File: src/rtl/alu_pkg.sv
`default_nettype none
// ============================================================================
//  Module   : alu_pkg
//  Purpose  : Shared types and constants for the reverb-processor ALU slice.
//  Revision : 1.0  initial release
// ============================================================================
package alu_pkg;

    localparam int ALU_BITS = 32;
    localparam int ALU_FRAC = 16;

    // Clamp limits of the default 32-bit datapath
    localparam logic [31:0] ALU_SAT_POS = 32'h7FFF_FFFF;
    localparam logic [31:0] ALU_SAT_NEG = 32'h8000_0000;

    typedef enum logic [1:0] {
        ST_IDLE = 2'd0,
        ST_RUN  = 2'd1,
        ST_FIN  = 2'd2
    } alu_mul_state_e;

endpackage : alu_pkg
`default_nettype wire

File: src/rtl/alu_mul_round.sv
`default_nettype none
// ============================================================================
//  Module   : alu_mul_round
//  Purpose  : Rounds and scales a magnitude product to the Q format, applies
//             the sign, and either saturates or wraps on overflow.
//  Revision : 1.0  initial release
// ============================================================================
module alu_mul_round
    import alu_pkg::*;
#(
    parameter int BITS   = ALU_BITS,
    parameter int FRAC   = ALU_FRAC,
    parameter bit SAT_EN = 1'b0
) (
    input  logic [2*BITS-1:0] i_acc,
    input  logic              i_sign,
    output logic [BITS-1:0]   o_result,
    output logic              o_overflow
);

    localparam int W = 2*BITS + 1;
    localparam logic [W-1:0] C_NEG_LIM = {{(BITS+1){1'b0}}, 1'b1, {(BITS-1){1'b0}}};
    localparam logic [W-1:0] C_POS_LIM = C_NEG_LIM - W'(1);

    logic [W-1:0]    w_mag;
    logic [BITS-1:0] w_val;

    generate
        if (FRAC > 0) begin : g_round
            // Adding half an LSB to a magnitude rounds half away from zero
            localparam logic [W-1:0] C_HALF = W'(1) << (FRAC - 1);
            logic [W-1:0] w_sum;
            assign w_sum = {1'b0, i_acc} + C_HALF;
            assign w_mag = w_sum >> FRAC;
        end else begin : g_noround
            assign w_mag = {1'b0, i_acc};
        end
    endgenerate

    assign o_overflow = i_sign ? (w_mag > C_NEG_LIM) : (w_mag > C_POS_LIM);
    assign w_val      = i_sign ? -w_mag[BITS-1:0] : w_mag[BITS-1:0];

    generate
        if (SAT_EN) begin : g_sat
            assign o_result = o_overflow ? (i_sign ? {1'b1, {(BITS-1){1'b0}}}
                                                   : {1'b0, {(BITS-1){1'b1}}})
                                         : w_val;
        end else begin : g_wrap
            assign o_result = w_val;
        end
    endgenerate

endmodule : alu_mul_round
`default_nettype wire

File: src/rtl/alu_mul_seq.sv
`default_nettype none
// ============================================================================
//  Module   : alu_mul_seq
//  Purpose  : Sequential radix-2 signed fixed-point multiplier; one product
//             every BITS+2 cycles. Define ALU_MUL_SAT_EN to saturate on
//             overflow instead of wrapping.
//  Revision : 1.0  initial release
// ============================================================================
module alu_mul_seq
    import alu_pkg::*;
#(
    parameter int BITS = ALU_BITS,
    parameter int FRAC = ALU_FRAC
) (
    input  logic            clk,
    input  logic            rst,
    input  logic            start,
    input  logic [BITS-1:0] a,
    input  logic [BITS-1:0] b,
    output logic [BITS-1:0] result,
    output logic            busy,
    output logic            done,
    output logic            overflow
);

`ifdef ALU_MUL_SAT_EN
    localparam bit C_SAT_EN = 1'b1;
`else
    localparam bit C_SAT_EN = 1'b0;
`endif

    localparam int CNT_W = $clog2(BITS + 1);

    alu_mul_state_e    state_q, state_d;
    logic [CNT_W-1:0]  cnt_q, cnt_d;
    logic [2*BITS-1:0] mcand_q, mcand_d;
    logic [BITS-1:0]   mplier_q, mplier_d;
    logic [2*BITS-1:0] acc_q, acc_d;
    logic              sign_q, sign_d;
    logic [BITS-1:0]   result_q, result_d;
    logic              ovf_q, ovf_d;

    logic [BITS-1:0]   w_abs_a, w_abs_b;
    logic [2*BITS-1:0] w_acc_step;
    logic [BITS-1:0]   w_rnd_result;
    logic              w_rnd_ovf;

    // The most negative operand maps to 2^(BITS-1), which fits unsigned
    assign w_abs_a    = a[BITS-1] ? -a : a;
    assign w_abs_b    = b[BITS-1] ? -b : b;
    assign w_acc_step = mplier_q[0] ? (acc_q + mcand_q) : acc_q;

    // Rounding sees the final partial sum so result lands with FIN entry
    alu_mul_round #(
        .BITS   (BITS),
        .FRAC   (FRAC),
        .SAT_EN (C_SAT_EN)
    ) u_round (
        .i_acc      (w_acc_step),
        .i_sign     (sign_q),
        .o_result   (w_rnd_result),
        .o_overflow (w_rnd_ovf)
    );

    always_comb begin
        state_d  = state_q;
        cnt_d    = cnt_q;
        mcand_d  = mcand_q;
        mplier_d = mplier_q;
        acc_d    = acc_q;
        sign_d   = sign_q;
        result_d = result_q;
        ovf_d    = ovf_q;
        case (state_q)
            ST_IDLE: begin
                if (start) begin
                    state_d  = ST_RUN;
                    mcand_d  = {{BITS{1'b0}}, w_abs_a};
                    mplier_d = w_abs_b;
                    acc_d    = '0;
                    cnt_d    = CNT_W'(BITS);
                    sign_d   = a[BITS-1] ^ b[BITS-1];
                end
            end
            ST_RUN: begin
                acc_d    = w_acc_step;
                mcand_d  = mcand_q << 1;
                mplier_d = mplier_q >> 1;
                cnt_d    = cnt_q - CNT_W'(1);
                if (cnt_q == CNT_W'(1)) begin
                    state_d  = ST_FIN;
                    result_d = w_rnd_result;
                    ovf_d    = w_rnd_ovf;
                end
            end
            ST_FIN:  state_d = ST_IDLE;
            default: state_d = ST_IDLE;
        endcase
    end

    always_ff @(posedge clk) begin
        if (!rst) begin
            state_q  <= ST_IDLE;
            cnt_q    <= '0;
            mcand_q  <= '0;
            mplier_q <= '0;
            acc_q    <= '0;
            sign_q   <= 1'b0;
            result_q <= '0;
            ovf_q    <= 1'b0;
        end else begin
            state_q  <= state_d;
            cnt_q    <= cnt_d;
            mcand_q  <= mcand_d;
            mplier_q <= mplier_d;
            acc_q    <= acc_d;
            sign_q   <= sign_d;
            result_q <= result_d;
            ovf_q    <= ovf_d;
        end
    end

    assign result   = result_q;
    assign overflow = ovf_q;
    assign busy     = (state_q == ST_RUN);
    assign done     = (state_q == ST_FIN);

endmodule : alu_mul_seq
`default_nettype wire

File: config.mk
export PLATFORM = sky130hd
export DESIGN_NAME = alu_mul_seq
export DESIGN_NICKNAME = d
export VERILOG_FILES = /design/src/rtl/alu_pkg.sv /design/src/rtl/alu_mul_round.sv /design/src/rtl/alu_mul_seq.sv
export SDC_FILE = /design/constraint.sdc
export NUM_CORES = 1
export LEC_CHECK = 0
export BUFFER_PORTS_ARGS = -buffer_cell sky130_fd_sc_hd__buf_4
export CAP_MARGIN = 15
export CORE_ASPECT_RATIO = 1.2
export CORE_MARGIN = 2
export CORE_UTILIZATION = 40
export DETAILED_ROUTE_END_ITERATION = 8
export MAX_ROUTING_LAYER = met4
export PLACE_DENSITY_LB_ADDON = 0.2
export SLEW_MARGIN = 15
export SYNTH_ARGS = -nofsm -noshare
export SYNTH_HDL_FRONTEND = slang
export SYNTH_SLANG_ARGS = --single-unit
File: constraint.sdc
create_clock -name clk -period 11.8 [get_ports clk]
set_input_delay 1.77 -clock clk [delete_from_list [all_inputs] [get_ports clk]]
set_output_delay 1.77 -clock clk [all_outputs]
set_load 0.01 [all_outputs]
==> impl_metrics.json <==
{
  "grtUsageMet3_pct": 2.83,
  "skew_ns": 0.0272,
  "synth_common_cells": "nand2_1, nor2_1, a21oi_1",
  "top_level_ports": 102,
  "area_delta_synth_final_pct": 10.3,
  "startpoint_type": "flip-flop",
  "place_area_um2": 17900,
  "worstRegToRegCells": 19,
  "drive_gt1_share_pct": 10.7,
  "worst_pin_slew_ns": 1.03,
  "swShare_pct": 29.4,
  "cp_max_fo": 6,
  "cts_tree": "done",
  "grt_setup_unrepaired": "false",
  "ys_seq_elements": 202,
  "r2r_slack_ns": 6.03,
  "fin_area_um2": 18700,
  "core_um2": 41900,
  "grtUsageMet2_pct": 40.5,
  "ir_drop_mv": 0.0926,
  "fin_nets": 2429,
  "yosysUniqueCellTypes": 106,
  "criticalPathCategory": "flip-flop to flip-flop",
  "hold_buffers": 0,
  "p_seq_share_pct": 39.7,
  "worstSetupEndpoint": "result[31]",
  "place_ws_ns": 6.09,
  "gp_congestion": 0.967,
  "grt_max_degree": 106,
  "portBuffers": 101,
  "row_count": 82,
  "die_w_um": 192,
  "dpl.cell_count": 2811,
  "antenna_found_initial": 0,
  "yosys_warnings": 0,
  "cp.arrival_ns": 6.15,
  "status": "finished clean",
  "cts_resized": 0,
  "vias": 17300,
  "maxCapViolCount": 0,
  "cts_buffers": 24,
  "pwr-share-clk_pct": 42.8,
  "vias_per_cell": 6.08,
  "leakagePower_nw": 6.77,
  "r2r_start": "mcand_q[0]",
  "drc_errors": 0,
  "grt_usage_pct": 25.5,
  "overflow": 0,
  "clk_latency_ns": 0.56,
  "gr-max-usage-layer": "met2",
  "tns_ns": 0,
  "cts_max_level": 1,
  "use_met1_pct": 34.1,
  "finalMaxSlewViolations": 0,
  "finalSetupViolations": 0,
  "cts_setup_buffers": 0,
  "antenna_left": 0,
  "synth_fp_nets": 2442,
  "ys_async_sr_fraction_pct": 0,
  "power.switching_mw": 0.545,
  "combPwrFrac_pct": 17.5,
  "grt_pass1_vias": 16200,
  "routed_wl_um": 55500,
  "worst_hold_path_type": "flip-flop to flip-flop",
  "post_synth_instance_area_um2": 17000,
  "final_cells": 2851,
  "dieArea_um2": 44100,
  "cp.required_ns": 12.18,
  "synth.area.top_cells": "dfxtp_1, a21oi_1, nand2_1, xnor2_1, ha_1",
  "start_util_pct": 40.5,
  "maxSlewHeadroom_pct": 31.0,
  "max_freq_mhz": 173,
  "finalPower_mw": 1.85,
  "internal_power_mw": 1.31,
  "startpoint": "mcand_q[0]",
  "clock_sinks": 202,
  "seq_area_frac_synth_pct": 23.8,
  "powerDensity_nw_per_um2": 98.9,
  "synth_top_cell_by_area": "dfxtp_1",
  "avgSynthCellArea_um2": 7.36,
  "r2r_end": "result[31]",
  "clk_pin_slew_worst_paths_ns": 0.06,
  "period_minus_slack_ns": 5.77,
  "grt_first_pass_wirelength_um": 88300,
  "hold_viol": 0,
  "endpoint_kind": "flip-flop",
  "clockBufferDepth": 3,
  "synth_ff_type": "dfxtp_1",
  "wl_per_cell_um": 19.5,
  "die_y_um": 230,
  "netlist.area_leader.share_pct": 23.8,
  "diodes": 0,
  "cts_root_buf": "clkbuf_16",
  "first_pass_iters": 6,
  "fin_crit_sh_pct": 48.9,
  "dp_hpwl_um": 42100,
  "setup_ws_ns": 6.03,
  "synth-edff-count": 0,
  "netlist_instances": 2304,
  "drtIter0Drc": 1375,
  "synth_most_common_cell": "nand2_1"
}
==> cell families (layout without fill, tap and decap cells) <==
family,count (synthesis),in the layout,share of synthesized area (%)
buf+inv,186,187,4.62
flops,202,202,23.8
mux,22,22,1.33
xor+xnor,153,153,7.94
fa+ha+maj,71,71,5.28
compound gates,734,734,29.4
simple gates,936,936,27.6
==> per-layer routing <==
metal | part of all wire (%) | vias to the layer above
li1 | - | 8530
met1 | 46 | 8215
met2 | 45 | 500
met3 | 5.6 | 98
met4 | 2.7 | 0
met5 | 0 | -
==> through the flow <==
step | hold slack (ns) | util [%]
after floorplan | 0.445 | -
after global placement | 0.448 | 42.7
after detailed placement | 0.451 | 42.7
after CTS | 0.459 | 44.7
after global routing | 0.477 | 44.7
final | 0.453 | 44.7
==> sequential cells by signal (all words and copies together) (netlist names) <==
register,count
mcand_q,64
mplier_q,32
acc_q,64
result,32
overflow,1
sign_q,1
cnt_q,6
state_q,2
==> layout make-up <==
type	count	area [um^2]
Fill cell	4407	23100
Multi-Input combinational cell	1916	12200
Sequential cell	202	4050
Timing Repair Buffer	116	875
Clock buffer	34	719
Tap cell	546	683
Inverter	31	124
Clock inverter	6	109
==> power by group through the flow <==
stage / Combinational [mW] / Clock, mW / Sequential (mW)
3_3_place_gp: 0.319 / 0 / 0.748
5_1_grt: 0.358 / 0.836 / 0.738
4_1_cts: 0.325 / 0.812 / 0.734
2_1_floorplan: 0.238 / 0 / 0.738
6_report: 0.325 / 0.792 / 0.735
3_5_place_dp: 0.324 / 0 / 0.749
==> critical path: stages, from the launching register on <==
cell	delay [ns]
dfxtp_1	0.35
ha_1	0.20
inv_1	0.06
fa_1	0.41
nand2b_1	0.21
a211oi_2	0.58
o21a_1	0.22
o21ai_0	0.09
a31oi_1	0.48
inv_1	0.15
ha_1	0.29
and3_1	0.21
and3_1	0.25
and3_4	0.19
xnor2_1	0.15
or3_4	0.41
or4b_1	0.67
o41ai_1	0.39
xor2_1	0.19
a21oi_1	0.08
==> worst min-delay path by stage <==
stage | from | end | slack [ns] | cells after the start
final | result[4] | result[4] | 0.45 | 2
after global routing | result[8] | result[8] | 0.48 | 2
after CTS | result[8] | result[8] | 0.46 | 2
after detailed placement | result[4] | result[4] | 0.45 | 2
after global placement | result[18] | result[18] | 0.45 | 2
after floorplan | mcand_q[31] | mcand_q[32] | 0.44 | 2
==> placed cells by master, fill, tap and decap left out, drive strengths merged, types with 9 or more instances in the layout <==
master	n
nor2	227
o21ai	114
xor2	41
nor4	25
dfxtp	202
or4	29
or2	22
and4	18
a22oi	76
o31a	9
and2	20
nor2b	28
o21a	16
nand3	104
or3	23
o31ai	36
a221oi	11
nor3	46
and3	21
a21oi	237
a211oi	41
nand4	57
xnor2	112
a21o	28
nand2b	23
clkbuf	34
nand2	268
a31oi	40
ha	70
inv	31
mux2i	17
o2111ai	10
o41ai	11
buf	116
o211ai	13
Note: power is estimated with default switching activity, not from simulation.
